## config.mk

```make
export PLATFORM = sky130hd
export DESIGN_NAME = arp_rx_parser
export DESIGN_NICKNAME = d
export VERILOG_FILES = /design/src/rtl/arp_rx_parser.sv
export SDC_FILE = /design/constraint.sdc
export NUM_CORES = 1
export LEC_CHECK = 0
export BUFFER_PORTS_ARGS = -buffer_cell sky130_fd_sc_hd__buf_2
export CAP_MARGIN = 20
export CORE_MARGIN = 5
export CORE_UTILIZATION = 35
export DETAILED_ROUTE_END_ITERATION = 8
export SYNTH_ARGS = -nofsm -noshare
export SYNTH_HDL_FRONTEND = slang
export SYNTH_SLANG_ARGS = --single-unit
```

## constraint.sdc

```tcl
create_clock -name i_clk -period 5.4 [get_ports i_clk]
set_input_delay 0 -clock i_clk [delete_from_list [all_inputs] [get_ports i_clk]]
set_output_delay 0 -clock i_clk [all_outputs]
set_load 0.02 [all_outputs]
```

## src/rtl/arp_rx_parser.sv

```systemverilog
// Receive-side ARP request parser: validates a byte-stream ARP request for the local IP
// and pulses o_req with the captured sender MAC/IP. Define ARP_RX_CNT_EN for the frame counters.
module arp_rx_parser #(
    parameter bit ACCEPT_UNICAST = 1'b1
) (
    input  logic        i_clk,
    input  logic        i_rst,
    input  logic [7:0]  i_rx_data,
    input  logic        i_rx_valid,
    input  logic        i_rx_sof,
    input  logic        i_rx_eof,
    input  logic [47:0] i_local_mac,
    input  logic [31:0] i_local_ip,
    output logic [47:0] o_mac,
    output logic [31:0] o_ip,
    output logic        o_req
`ifdef ARP_RX_CNT_EN
    ,
    output logic [15:0] o_rx_cnt,
    output logic [15:0] o_drop_cnt
`endif
);

    typedef enum logic [2:0] {
        S_IDLE,
        S_PARSE,
        S_PAD,
        S_DROP,
        S_DONE
    } state_t;

    localparam logic [5:0] LAST_IDX = 6'd41;
    localparam logic [5:0] SAT_IDX  = 6'd42;

    state_t      state, state_n;
    logic [5:0]  idx, idx_n, eff_idx;
    logic        bc_ok, uc_ok, bc_n, uc_n;
    logic [7:0]  mac_b;
    logic        byte_pass;
    logic        parse_byte;
    logic        abort_evt;
    logic        drop_evt;
    logic        sh_mac_en, sh_ip_en;
    logic [47:0] sh_mac;
    logic [31:0] sh_ip;

    // A sof byte always restarts the frame at position 0, whatever the current index.
    // NOTE: every signal written here gets a default first, so no latch can be inferred.
    always_comb begin
        bc_n      = bc_ok;
        uc_n      = uc_ok;
        byte_pass = 1'b1;
        eff_idx   = i_rx_sof ? 6'd0 : idx;

        case (eff_idx)
            6'd0:    mac_b = i_local_mac[47:40];
            6'd1:    mac_b = i_local_mac[39:32];
            6'd2:    mac_b = i_local_mac[31:24];
            6'd3:    mac_b = i_local_mac[23:16];
            6'd4:    mac_b = i_local_mac[15:8];
            default: mac_b = i_local_mac[7:0];
        endcase

        if (eff_idx <= 6'd5) begin
            // Broadcast and unicast matches are tracked separately so a mixed address fails.
            bc_n      = (eff_idx == 6'd0 || bc_ok) && (i_rx_data == 8'hFF);
            uc_n      = ACCEPT_UNICAST && (eff_idx == 6'd0 || uc_ok) && (i_rx_data == mac_b);
            byte_pass = bc_n || uc_n;
        end else begin
            case (eff_idx)
                6'd12:   byte_pass = (i_rx_data == 8'h08);
                6'd13:   byte_pass = (i_rx_data == 8'h06);
                6'd14:   byte_pass = (i_rx_data == 8'h00);
                6'd15:   byte_pass = (i_rx_data == 8'h01);
                6'd16:   byte_pass = (i_rx_data == 8'h08);
                6'd17:   byte_pass = (i_rx_data == 8'h00);
                6'd18:   byte_pass = (i_rx_data == 8'h06);
                6'd19:   byte_pass = (i_rx_data == 8'h04);
                6'd20:   byte_pass = (i_rx_data == 8'h00);
                6'd21:   byte_pass = (i_rx_data == 8'h01);
                6'd38:   byte_pass = (i_rx_data == i_local_ip[31:24]);
                6'd39:   byte_pass = (i_rx_data == i_local_ip[23:16]);
                6'd40:   byte_pass = (i_rx_data == i_local_ip[15:8]);
                6'd41:   byte_pass = (i_rx_data == i_local_ip[7:0]);
                default: byte_pass = 1'b1;
            endcase
        end
    end

    always_comb begin
        state_n    = state;
        idx_n      = idx;
        parse_byte = 1'b0;
        abort_evt  = 1'b0;
        drop_evt   = 1'b0;
        sh_mac_en  = 1'b0;
        sh_ip_en   = 1'b0;

        case (state)
            S_IDLE: begin
                if (i_rx_valid && i_rx_sof) parse_byte = 1'b1;
            end
            S_PARSE: begin
                if (i_rx_valid) begin
                    parse_byte = 1'b1;
                    abort_evt  = i_rx_sof;
                end
            end
            S_PAD: begin
                if (i_rx_valid) begin
                    if (i_rx_sof) begin
                        parse_byte = 1'b1;
                        abort_evt  = 1'b1;
                    end else if (i_rx_eof) begin
                        state_n = S_DONE;
                    end
                end
            end
            S_DROP: begin
                // The frame was already counted when it entered DROP.
                if (i_rx_valid) begin
                    if (i_rx_sof) parse_byte = 1'b1;
                    else if (i_rx_eof) state_n = S_IDLE;
                end
            end
            S_DONE: begin
                state_n = S_IDLE;
                if (i_rx_valid && i_rx_sof) parse_byte = 1'b1;
            end
            default: state_n = S_IDLE;
        endcase

        if (parse_byte) begin
            idx_n     = (eff_idx == SAT_IDX) ? SAT_IDX : eff_idx + 6'd1;
            sh_mac_en = byte_pass && (eff_idx >= 6'd22) && (eff_idx <= 6'd27);
            sh_ip_en  = byte_pass && (eff_idx >= 6'd28) && (eff_idx <= 6'd31);
            if (!byte_pass) begin
                drop_evt = 1'b1;
                state_n  = i_rx_eof ? S_IDLE : S_DROP;
            end else if (eff_idx == LAST_IDX) begin
                state_n = i_rx_eof ? S_DONE : S_PAD;
            end else if (i_rx_eof) begin
                drop_evt = 1'b1;
                state_n  = S_IDLE;
            end else begin
                state_n = S_PARSE;
            end
        end
    end

    // NOTE: shadow registers are reset too; they are few flops and keep X out of o_mac/o_ip.
    always_ff @(posedge i_clk or posedge i_rst) begin
        if (i_rst) begin
            state  <= S_IDLE;
            idx    <= '0;
            bc_ok  <= 1'b0;
            uc_ok  <= 1'b0;
            sh_mac <= '0;
            sh_ip  <= '0;
            o_mac  <= '0;
            o_ip   <= '0;
            o_req  <= 1'b0;
        end else begin
            state <= state_n;
            o_req <= (state == S_DONE);
            if (parse_byte) begin
                idx   <= idx_n;
                bc_ok <= bc_n;
                uc_ok <= uc_n;
            end
            if (sh_mac_en) sh_mac <= {sh_mac[39:0], i_rx_data};
            if (sh_ip_en)  sh_ip  <= {sh_ip[23:0], i_rx_data};
            if (state == S_DONE) begin
                o_mac <= sh_mac;
                o_ip  <= sh_ip;
            end
        end
    end

`ifdef ARP_RX_CNT_EN
    // An sof-abort and a runt/failed new frame can land on the same byte: count both.
    always_ff @(posedge i_clk or posedge i_rst) begin
        if (i_rst) begin
            o_rx_cnt   <= '0;
            o_drop_cnt <= '0;
        end else begin
            if (state == S_DONE) o_rx_cnt <= o_rx_cnt + 16'd1;
            o_drop_cnt <= o_drop_cnt + 16'(abort_evt) + 16'(drop_evt);
        end
    end
`endif

endmodule

```

# == Word-level counts from Yosys, hierarchy flattened ==
# Cells that the tools add are included.
# classes
add_sub_neg,1
order_cmp,5
eq_ne,40
mux,25
reduce_logical,22
# ops
cell,count
equality test 8 bit,5
case mux 8 bit (5 select lines),1
equality test 6 x 5 -> 1 bit (second input constant),6
equality test 6 bit (second input constant),5
2-to-1 mux 3 bit,10
equality test 6 x 4 -> 1 bit (second input constant),4
!= test 3 bit (second input constant),6
equality test 8 x 3 -> 1 bit (second input constant),2
equality test 6 x 2 -> 1 bit (second input constant),2
>= comparator 6 x 5 -> 1 bit (second input constant),2
less-or-equal comparator 6 x 5 -> 1 bit (second input constant),2
2-to-1 mux 6 bit,2
OR reduction 2 bit,6
case mux 1 bit (9 select lines),1
case mux 3 bit (3 select lines),1
equality test 8 x 1 -> 1 bit (second input constant),1
equality test 8 x 4 -> 1 bit (second input constant),1
equality test 8 bit (second input constant),1
zero test 8 bit,1
2-to-1 mux 1 bit,8
logical AND 1 bit,7
AND reduction 7 bit,1
adder 6 x 1 -> 6 bit (second input constant),1
equality test 3 x 2 -> 1 bit (second input constant),2
other kinds (13),15
# totals
ff_bits,172
output_inout_bits,81

# == Depth between registers and ports, before layout ==
# depth
ltp_word,10
ltp_mapped,16
ltp_nobuf,11

# == Worst setup path before layout ==
# OpenSTA, ideal clock, no wires.
# synth_timing
kind,register to register
from,reg idx[1]
to,reg sh_mac[0]
arrival_ps,3882
required_time_ps,5275
slack_ps,1393
path_stages_with_launch,17
cell_sequence,dfrtp_1 clkbuf_1 clkbuf_1 nor2b_1 inv_1 ha_1 and3b_1 clkbuf_1 a222oi_1 o211ai_2 xnor2_1 a2111o_1 o41ai_2 and3_2 buf_6 buf_12 mux2_4
# synth_via
elab_chain_len,10
elab_cells_between_ends,39
classes_between,3 x order compare; 19 x eq/ne; 5 x mux; 12 x reduce/logical
# synth_rtl
item,line,text
start: declaration,36,"logic [5:0] idx, idx_n, eff_idx;"
start signal: assignment,167,idx <= idx_n;
2-to-1 mux 6 bit (*),53,eff_idx = i_rx_sof ? 6'd0 : idx;
equality test 6 x 3 -> 1 bit (tied with other cells),55,case (eff_idx)
case mux 8 bit (5 select lines),55,
equality test 8 bit,67,uc_n = ACCEPT_UNICAST && (eff_idx == 6'd0 || uc_ok) && (i_rx_data == mac_b);
logical AND 1 bit,67,
logical OR 1 bit,68,byte_pass = bc_n || uc_n;
2-to-1 mux 1 bit,64,if (eff_idx <= 6'd5) begin
logical AND 1 bit,135,sh_mac_en = byte_pass && (eff_idx >= 6'd22) && (eff_idx <= 6'd27);
logical AND 1 bit (*),135,
2-to-1 mux 1 bit (*),133,if (parse_byte) begin
end signal: assignment,171,"if (sh_mac_en) sh_mac <= {sh_mac[39:0], i_rx_data};"
end: declaration,44,logic [47:0] sh_mac;
# Mark *: on every way between the ends. The rest lies on a longest branch, timed or not.
# A chain may end at the register's enable or synchronous reset.

# == Worst setup path in the final report ==
# layout_timing
from,reg idx[0]
to,reg sh_mac[11]
# Same word-level chain as after synthesis.

==> impl_metrics.ini <==
[sta]
fin_crit_ps = 3890
max_freq_mhz = 257
final_hold_viol_count = 0
setup_viol = 0
relSlewSlack_pct = 38.8
setup_tns_ps = 0
fin_crit_sh_pct = 72.0
slew_viol_final = 0
worst_slew_pin_slew_ps = 916
finClkSkew_ps = 9.90
rsz0062_at_grt = false

[worst_setup_path]
crit_end = sh_mac[11]
cp-startpoint = idx[0]
critical_path_class = register to register
r2r_start = idx[0]
worstPathMaxFanout = 48
worstPathRequired_ps = 5700
startpoint_type = register
crit_path_end_kind = register
arrival_ps = 4190
reg2regPathDepth = 13
reg2reg_slack_ps = 1510
rr_endpoint = sh_mac[11]

[synth]
yosysSeqAreaShare_pct = 54.6
yosysUniqueCellTypes = 70
synthesis.nets = 688
yosysTopAreaCell = dfrtp_1
avgSynthCellArea_um2 = 13.3
synth_warnings = 0
ys_ff_latch = 172
netlist_top_cells_area = dfrtp_1, mux2_2, mux2_4, clkbuf_1, nand2_1
synthFlopType = dfrtp_1
async_reset_ff_share_pct = 100
synthCells = 594
synth_common_cells = dfrtp_1, mux2_2, clkbuf_1
synth.most_common_cell = dfrtp_1
syn-cell-area_um2 = 7880
synth_edf_count = 0
synth.top_cell.area_share_pct = 54.6

[clocking]
post_cts_buffers = 0
clk_pin_slew_worst_paths_ps = 70
cts_root_buffer = clkbuf_16
clockBufferDepth = 2
htreeDepth = 4
cts_made_buffers = 17
cts_num_sinks = 172
clock_latency_ps = 420
cts_tree = yes

[cells_and_area]
fillers = 2088
fin_cells = 1055
drive_above_1_share_pct = 50.7
fin_nets = 856
antenna_cells = 0
area_delta_synth_final_pct = 23.2

[floorplanning]
std_cell_rows = 54
ios = 174
die_y_um = 160
core-area_um2 = 22000
die_x_um = 160
initial_utilization_pct = 35.8
die-area_um2 = 25600

[grt]
grt-ovfl-total = 0
grt_pass1_wl_um = 30300
grt_max_degree = 97
grt_pass1_vias = 5618
antenna_found_initial = 0
grtUsageTotal_pct = 14.5

[detailed_routing]
first_pass_iters = 6
wl_per_cell_um = 17.6
wl_um = 18500
route.detailed.drc = 0
drtIter0Drc = 306
vias = 5373
via_per_inst = 5.09
ant_nets = 0

[power]
ir_worst_vdd_v = 0.000169
power_density_nw_per_um2 = 317
leakage_uw = 0.00493

[placement]
port_buffers = 173
dpl.cell_count = 1014
hpwl_um = 12900
place_congestion = 0.806

[outcome]
outcome = completed

[flow_run]
cap_violations = 0

[worst_hold_path]
hold_path_class = input pin to register
==> layout make-up <==
cell class | instances | area, um^2 | share of cell area (%)
multi-input combinational | 368 | 3330 | 34.3
timing repair buffer | 190 | 1050 | 10.8
inverter | 13 | 53.8 | 0.554
clock inverter | 14 | 181 | 1.87
clock buffer | 18 | 439 | 4.53
tap | 280 | 350 | 3.61
sequential | 172 | 4300 | 44.4
==> metrics by stage <==
step / util [%] / total power, uW / worst slack, ps / instance area (um^2) / hold WS, ps
finish: 44.1 / 3080 / 1510 / 9700 / 33.3
global route: 44.1 / 3240 / 1080 / 9700 / 21.3
CTS: 43.9 / 3120 / 1480 / 9680 / 12.1
detailed placement: 40.7 / 1840 / 1510 / 8970 / 237
global placement: 40.7 / 1840 / 1570 / 8970 / 245
floorplan: - / 1700 / 740 / 7880 / 99.3
==> critical path, cell delays in order (launching register included) <==
cell and delay, ps:
dfrtp_1 320, buf_4 240, nor2b_1 230, inv_1 90
ha_1 190, and3b_1 280, a222oi_1 370, o211ai_2 120
xnor2_1 130, a2111o_1 400, o41ai_2 410, and3_2 280
buf_12 280, mux2_2 370
==> power breakdown <==
part           internal [uW]  switching (uW)
Combinational            203             274
Clock                    714             545
Sequential              1310            36.3
==> sequential cells by signal, indices dropped and copies added, names as in the netlist <==
| register | count |
|---|---|
| o_mac | 48 |
| sh_mac | 48 |
| o_ip | 32 |
| sh_ip | 32 |
| idx | 6 |
| state | 3 |
| bc_ok | 1 |
| o_req | 1 |
| uc_ok | 1 |
==> metal layers <==
metal	global-route usage (%)	wire length, um	share of wire [%]
met4	4.38	231	1.2
met2	23.4	8920	48
met1	19.6	8560	46
met3	3.32	834	4.5
met5	0	0	0
==> layout by cell type (no fill, tap or decap), drive strengths merged, types with 3 or more instances in the layout <==
cell type,n
buf,182
dfrtp,172
mux2,164
nand2,26
inv,19
o21ai,18
clkbuf,18
nor2,14
nor3,12
a21oi,11
a22oi,9
xnor2,8
dlygate4sd3,8
a222oi,7
mux2i,7
nor2b,6
a221oi,5
nand3b,4
nand3,4
o211ai,4
and3b,3
nor4bb,3
nor3b,3
or3,3
o221ai,3
nand4,3
or4,3
clkinvlp,3
or3b,3
a2111oi,3
o41ai,3
clkinv,3
==> what timing repair did <==
action                     in CTS  in global routing
hold buffers                    8                  0
setup endpoints to repair       0                  0
resized for setup               0                  0
hold endpoints to repair      104                  0
==> cell families (layout without fill, tap and decap cells) <==
logic type,Yosys count,after routing,synth area share (%)
DFF,172,172,54.6
muxes,171,171,25.3
and+or+nand+nor,98,98,7.10
AOI/OAI and AO/OA,90,90,8.69
buffers and inverters,54,235,3.24
xor gates and xnor gates,8,8,0.889
adders and majority gates,1,1,0.159
==> worst min path at each step <==
| stage | endpoint | depth (start not counted) | start | slack [ps] |
|---|---|---|---|---|
| 2_1_floorplan | state[0] | 1 | i_rx_eof | 100 |
| 3_3_place_gp | o_mac[38] | 2 | i_rst | 250 |
| 3_5_place_dp | o_mac[46] | 2 | i_rst | 240 |
| 4_1_cts | sh_mac[1] | 2 | i_rx_data[1] | 10 |
| 5_1_grt | sh_ip[6] | 2 | i_rx_data[6] | 20 |
| 6_report | sh_ip[6] | 2 | i_rx_data[6] | 30 |
(Power assumes the default switching activity.)
